### src/rtl/ext_reg_pkg.sv
// Shared types for the external-register requester: FSM state encoding,
// the per-access capture record and the ack direction-match helper.
package ext_reg_pkg;

    typedef enum logic [1:0] {
        IDLE = 2'd0,
        REQ  = 2'd1,
        WAIT = 2'd2,
        RESP = 2'd3
    } ext_req_state_e;

    // strobe_valid is low when the subword index addressed no external register
    typedef struct packed {
        logic is_wr;
        logic strobe_valid;
    } ext_req_capture_t;

    function automatic logic ext_ack_match(input logic is_wr,
                                           input logic rd_ack,
                                           input logic wr_ack);
        return is_wr ? wr_ack : rd_ack;
    endfunction

endpackage

### src/rtl/ext_reg_timeout_ctr.sv
// Watchdog down-counter for one outstanding external access. Reloaded while
// clear is high, counts while enabled, and reports expiry at terminal count zero.
module ext_reg_timeout_ctr #(
    parameter int unsigned TIMEOUT = 16,
    localparam int unsigned CW = $clog2(TIMEOUT)
) (
    input  logic clk,
    input  logic rst,
    input  logic clear,
    input  logic enable,
    output logic expired
);

    logic [CW-1:0] remaining;

    always_ff @(posedge clk) begin
        if (!rst || clear) begin
            remaining <= CW'(TIMEOUT - 1);
        end else if (enable && (remaining != '0)) begin
            remaining <= remaining - CW'(1);
        end
    end

    assign expired = (remaining == '0);

endmodule

### src/rtl/ext_reg_requester.sv
// Initiator side of the external-register handshake: one CPU access in flight,
// one-cycle req strobe, wait for the matching ack, one-cycle CPU response.
// Optional ack watchdog enabled by defining EXT_REG_TIMEOUT_EN.
//
//  state | meaning
//  IDLE  | ready; cpu_req captured into the request registers
//  REQ   | one-hot req strobe toward the external register (one cycle)
//  WAIT  | waiting for direction-matching ack (or watchdog expiry)
//  RESP  | one-cycle cpu_rd_ack / cpu_wr_ack with data and error flag
module ext_reg_requester
    import ext_reg_pkg::*;
#(
    parameter int unsigned WIDTH    = 32,
    parameter int unsigned SUBWORDS = 1,
    parameter int unsigned TIMEOUT  = 16,
    localparam int unsigned SUB_W   = (SUBWORDS > 1) ? $clog2(SUBWORDS) : 1
) (
    input  logic                clk,
    input  logic                rst,
    input  logic                cpu_req,
    input  logic                cpu_req_is_wr,
    input  logic [SUB_W-1:0]    cpu_subword,
    input  logic [WIDTH-1:0]    cpu_wr_data,
    input  logic [WIDTH-1:0]    cpu_wr_biten,
    output logic                cpu_req_stall,
    output logic                cpu_rd_ack,
    output logic [WIDTH-1:0]    cpu_rd_data,
    output logic                cpu_wr_ack,
    output logic                cpu_err,
    output logic [SUBWORDS-1:0] req,
    output logic                req_is_wr,
    output logic [WIDTH-1:0]    wr_data,
    output logic [WIDTH-1:0]    wr_biten,
    input  logic                rd_ack,
    input  logic [WIDTH-1:0]    rd_data,
    input  logic                wr_ack
);

    ext_req_state_e      state;
    ext_req_capture_t    cap;
    logic [SUBWORDS-1:0] strobe;
    logic                matched;
    logic                expired;

    always_comb begin
        strobe = '0;
        for (int i = 0; i < int'(SUBWORDS); i++) begin
            if (cpu_subword == SUB_W'(i)) begin
                strobe[i] = 1'b1;
            end
        end
    end

    // An access that strobed no register has no responder, so any ack is foreign.
    assign matched = cap.strobe_valid && ext_ack_match(cap.is_wr, rd_ack, wr_ack);

`ifdef EXT_REG_TIMEOUT_EN
    ext_reg_timeout_ctr #(
        .TIMEOUT (TIMEOUT)
    ) u_timeout (
        .clk     (clk),
        .rst     (rst),
        .clear   (state == IDLE),
        .enable  ((state == REQ) || (state == WAIT)),
        .expired (expired)
    );
`else
    // No watchdog: WAIT holds until the matching ack; TIMEOUT kept referenced only.
    assign expired = 1'b0 & (TIMEOUT >= 2);
`endif

    always_ff @(posedge clk) begin
        if (!rst) begin
            state         <= IDLE;
            cap           <= '0;
            cpu_req_stall <= 1'b0;
            cpu_rd_ack    <= 1'b0;
            cpu_rd_data   <= '0;
            cpu_wr_ack    <= 1'b0;
            cpu_err       <= 1'b0;
            req           <= '0;
            req_is_wr     <= 1'b0;
            wr_data       <= '0;
            wr_biten      <= '0;
        end else begin
            req         <= '0;
            cpu_rd_ack  <= 1'b0;
            cpu_wr_ack  <= 1'b0;
            cpu_err     <= 1'b0;
            cpu_rd_data <= '0;
            case (state)
                IDLE: begin
                    if (cpu_req) begin
                        state         <= REQ;
                        cap           <= '{is_wr: cpu_req_is_wr, strobe_valid: |strobe};
                        req           <= strobe;
                        req_is_wr     <= cpu_req_is_wr;
                        wr_data       <= cpu_wr_data;
                        wr_biten      <= cpu_wr_biten;
                        cpu_req_stall <= 1'b1;
                    end
                end
                REQ: begin
                    state <= WAIT;
                end
                WAIT: begin
                    // A matching ack in the expiry cycle still completes cleanly.
                    if (matched || expired) begin
                        state       <= RESP;
                        cpu_rd_ack  <= !cap.is_wr;
                        cpu_wr_ack  <= cap.is_wr;
                        cpu_err     <= !matched;
                        cpu_rd_data <= (matched && !cap.is_wr) ? rd_data : '0;
                        req_is_wr   <= 1'b0;
                        wr_data     <= '0;
                        wr_biten    <= '0;
                    end
                end
                RESP: begin
                    state         <= IDLE;
                    cpu_req_stall <= 1'b0;
                end
                default: begin
                    state <= IDLE;
                end
            endcase
        end
    end

endmodule
### config.mk
export PLATFORM = sky130hd
export DESIGN_NAME = ext_reg_requester
export DESIGN_NICKNAME = d
export VERILOG_FILES = /design/src/rtl/ext_reg_pkg.sv /design/src/rtl/ext_reg_timeout_ctr.sv /design/src/rtl/ext_reg_requester.sv
export SDC_FILE = /design/constraint.sdc
export NUM_CORES = 1
export LEC_CHECK = 0
export ABC_AREA = 1
export BUFFER_PORTS_ARGS = -buffer_cell sky130_fd_sc_hd__buf_4
export CORE_MARGIN = 2
export CORE_UTILIZATION = 43
export CTS_CLUSTER_SIZE = 14
export DETAILED_ROUTE_END_ITERATION = 10
export PLACE_DENSITY = 0.77
export SYNTH_ARGS = -nofsm -noshare
export SYNTH_HDL_FRONTEND = slang
export SYNTH_HIERARCHICAL = 1
export SYNTH_SLANG_ARGS = --single-unit
### constraint.sdc
create_clock -name clk -period 1.6 [get_ports clk]
set_input_delay 0.32 -clock clk [delete_from_list [all_inputs] [get_ports clk]]
set_output_delay 0.32 -clock clk [all_outputs]
set_load 0.005 [all_outputs]
Word level (Yosys, flattened, before mapping)
Cells that the tools add are included.

Bits of input ports: 103. Register bits: 106. Output and inout bits: 102. Word-level logic and storage cells: 46.

Reduce and logical (&&, ||, !) cells: 14. Mux-type cells: 15. Equality and inequality tests: 5.

Operators by type and width (number): one-hot mux 32 bit (2 select lines) (2); two-way mux 32 bit (3); AND reduction 3 bit (3); one-hot mux 2 bit (4 select lines) (1); AND reduction 2 bit (3); two-way mux 1 bit (5); == test 2 bit, second input constant (2); two-way mux 2 bit (2); != test 2 bit, second input constant (2); one-hot mux 1 bit (2 select lines) (2); AND reduction 4 bit (1); nonzero test 2 bit (2); == test 2 x 1 -> 1 bit, second input constant (1); logical AND 1 bit (2); logical NOT 1 bit (2); logical NOT 2 bit (1).

Longest topological paths before layout
Word-level depth: 4. Gate-level depth with buffers: 10. Depth with buffers taken out: 8.

Worst setup path before layout
Ideal clock, no wire load.

Kind: reg2reg. Start: register state[0]. End: register wr_data[19]. Library setup time: 0.110 ns. Path buffers: 3. Arrival time: 1.460 ns. Required time: 1.490 ns. Clock period less this slack: 1.570 ns. Stages on the path, launching flop included: 11. Setup slack: 0.030 ns. Path through: dfxtp_1 > inv_1 > ha_1 > buf_6 > or2_1 > buf_6 > nand3_4 > buf_4 > nand2_1 > inv_1 > nor2_2.

Longest elaborated chain between the ends: 3. Elaborated cells between the ends (all ways): 7. Those cells by class: 3 x eq/ne; 1 x mux; 3 x reduce/logical.

Ends and longest elaborated chain: start: declaration (line ext_reg_requester.sv:39) `ext_req_state_e state;`; start signal: assignment (line ext_reg_requester.sv:74) `state <= IDLE;`; start signal: assignment (line ext_reg_requester.sv:94) `state <= REQ;`; start signal: assignment (line ext_reg_requester.sv:104) `state <= WAIT;`; == test 2 bit / logical NOT 2 bit (equally long branches) (line ext_reg_requester.sv:91) `case (state)`; != test 2 bit (no source line) / nonzero test 2 bit (equally long branches); AND reduction 3 bit (no source line); end signal: assignment (line ext_reg_requester.sv:98) `wr_data <= cpu_wr_data;`; end: declaration (line ext_reg_requester.sv:32) `output logic [WIDTH-1:0] wr_data,`.

Parallel ways exist; a longest one is shown, timed or not. A chain may end at the register's enable or synchronous reset.

Worst setup path in the final report
Start: register state[1]. End: register wr_biten[21].

Longest elaborated chain between the ends: 3. Elaborated cells between the ends (all ways): 7. Those cells by class: 3 x eq/ne; 1 x mux; 3 x reduce/logical.

Ends and longest elaborated chain: == test 2 bit / logical NOT 2 bit (equally long branches) (line ext_reg_requester.sv:91); != test 2 bit (no source line) / nonzero test 2 bit (equally long branches); AND reduction 3 bit (no source line); end signal: assignment (line ext_reg_requester.sv:99) `wr_biten <= cpu_wr_biten;`; end: declaration (line ext_reg_requester.sv:33) `output logic [WIDTH-1:0] wr_biten,`.

Parallel ways exist; a longest one is shown, timed or not.

==> flow_summary.json <==
{
  "run_status": "finished, final reports clean",
  "peakVddDrop_mv": 0.850,
  "finalSetupViolCount": 0,
  "cts_tree": "built",
  "track_usage": 0.202,
  "grt_pass1_wl_um": 18900,
  "period_needed_ns": 1.50,
  "layout_commonest_cell": "buf_4",
  "dieArea_sq_um": 11700,
  "hold_viol_final": 0,
  "end_kind": "flip-flop",
  "cts_sinks": 106,
  "avgViaCountPerCell": 4.45,
  "max-cap-violations": 0,
  "crit_type": "flip-flop to flip-flop",
  "fin_ws_ns": 0.0982,
  "port-buffer-count": 204,
  "fin_cells": 1051,
  "htreeDepth": 3,
  "nFillCells": 1007,
  "gp_congestion": 0.752,
  "syn_avg_cell_area_sq_um": 6.63,
  "wl_per_cell_um": 12.3,
  "hold_buffers": 0,
  "grt_pass1_vias": 4116,
  "clock_latency_ns": 0.38,
  "fin_crit_sh": 0.939,
  "place_area_sq_um": 6390,
  "cts_root_buffer": "clkbuf_8",
  "io-pin-count": 205,
  "mostFrequentLayoutCells": "buf_4 (212), nand2_1 (196), inv_1 (169)",
  "start_util": 0.436,
  "hp-class": "input pin to flip-flop",
  "cp.arrival_ns": 1.80,
  "antenna_found_initial": 0,
  "area_growth_pct": 46.2,
  "core-area_sq_um": 10700,
  "yosysUniqueCellTypes": 23,
  "drive_gt1_frac": 0.296,
  "startpoint_type": "flip-flop",
  "p_per_area_nw_per_um2": 1830,
  "antenna_cells": 0,
  "ys_seq_elements": 106,
  "dp_hpwl_um": 8470,
  "wirelength_um": 12900,
  "grt-ovfl-total": 0,
  "grt_max_degree": 67,
  "fp-row-count": 38,
  "syn_nets": 812,
  "drtIter0Drc": 249,
  "max_freq_mhz": 666,
  "die_w_um": 108,
  "clk_pin_slew_ns": 0.12,
  "ant_nets": 0,
  "drc_errors": 0,
  "vias": 4682,
  "required_ns": 1.90,
  "cts_buffers": 9,
  "clock_skew_ns": 0.0207,
  "drv_slew": 0,
  "multi_input_area_sq_um": 1750,
  "ys_warn_count": 6,
  "ys_seq_area_frac": 0.453,
  "fin_area_sq_um": 6850,
  "die_h_um": 108,
  "synth_cells": 706,
  "worstPathMaxFanout": 8,
  "layout.area.seq_sq_um": 2120,
  "drt_pass1_iterations": 5,
  "leakage_uw": 0.00406,
  "netlist_area_sq_um": 4680,
  "dp_cells": 1025,
  "fin_nets": 1012,
  "pre_cts_ws_ns": 0.0549,
  "clock_path_buffers": 2
}
-- cell families (layout without fill, tap and decap cells) --
kind of cell               Yosys count  after routing  share of synthesized area
AOI/OAI and AO/OA                    7              7                    0.00801
adders and majority gates            3              3                    0.00802
buffers and inverters              214            418                      0.187
DFF                                106            106                      0.453
other                                1              1                   0.000801
and+or+nand+nor                    375            376                      0.343
-- timing repair --
| item | CTS | global route |
|---|---|---|
| gates resized for setup | 0 | 16 |
| buffers inserted | 0 | 2 |
| endpoints found under the setup margin | 0 | 62 |
| hold endpoints to repair | 0 | 0 |
-- stage by stage --
stage	util	hold WS (ns)	setup TNS (ns)	power [uW]
final	0.637	0.148	0	12500
after global routing	0.637	0.133	-0.00163	13700
after CTS	0.615	0.137	0	11600
after detailed placement	0.595	0.472	0	9890
after global placement	0.595	0.457	0	9780
after floorplan	-	0.432	0	7810
-- per-layer routing --
layer	part of all wire	up-vias	routed length (um)	global-route usage
li1	-	2460	-	-
met1	0.42	2032	5430	0.246
met2	0.48	178	6230	0.342
met3	0.083	12	1080	0.0693
met4	0.011	0	144	0.0522
met5	0	-	0	0
-- critical path, stage by stage (launching register included) --
cell and delay, ns:
dfxtp_2 0.37, inv_1 0.05, ha_1 0.18, buf_4 0.16, nand2_8 0.10, nand3_4 0.18
clkbuf_16 0.22, nand2_1 0.05, inv_1 0.03, nor2_1 0.10
-- final timing paths --
path                               endpoint             startpoint  cells after the start  slack (ns)
setup / recovery  wr_biten[21]$_SDFFE_PN0P_  state[1]$_SDFFE_PN0P_                      9         0.1
hold / removal    cpu_rd_data[3]$_SDFF_PN0_             rd_data[3]                      3        0.15
setup reg to reg  wr_biten[21]$_SDFFE_PN0P_  state[1]$_SDFFE_PN0P_                      9         0.1
hold reg to reg       cpu_wr_ack$_SDFF_PN0_    cap[1]$_SDFFE_PN0P_                      2        0.49
-- report_power, final --
part	internal, uW	leakage, uW	switching (uW)
registers	3320	0.000872	346
logic	3300	0.00308	3850
clock network	639	0.000107	1060
-- flip-flops by register name (all words and copies together) (netlist names) --
name	flops
cpu_err	1
wr_biten	32
cpu_rd_ack	1
cpu_req_stall	1
req	1
cap	2
cpu_rd_data	32
cpu_wr_ack	1
wr_data	32
state	2
req_is_wr	1
-- cell usage after synthesis --
cell type | instances | area (sq um)
nand2_1 | 197 | 739
inv_1 | 169 | 634
dfxtp_1 | 106 | 2120
nor2_1 | 101 | 379
nand4_1 | 59 | 369
clkbuf_1 | 20 | 75.1
buf_2 | 12 | 60.1
nor2_2 | 10 | 62.6
buf_4 | 7 | 52.6
a21oi_1 | 5 | 25.0
buf_6 | 4 | 45.0
ha_1 | 3 | 37.5
nand3_1 | 3 | 15.0
a211oi_1 | 1 | 7.51
clkinv_1 | 1 | 3.75
conb_1 | 1 | 3.75
inv_2 | 1 | 3.75
nand2_2 | 1 | 6.26
nand3_4 | 1 | 17.5
nor4_1 | 1 | 6.26
o21ai_0 | 1 | 5.00
or2_1 | 1 | 6.26
or2_2 | 1 | 6.26
-- layout make-up --
class                      instances  share of cell area
clock buffer                       9              0.0181
clock inverter                     7              0.0130
inverter                         171              0.0941
multi-input combinational        387               0.255
sequential                       106               0.310
tap                              140              0.0256
timing repair buffer             231               0.284
(Power assumes the default switching activity.)
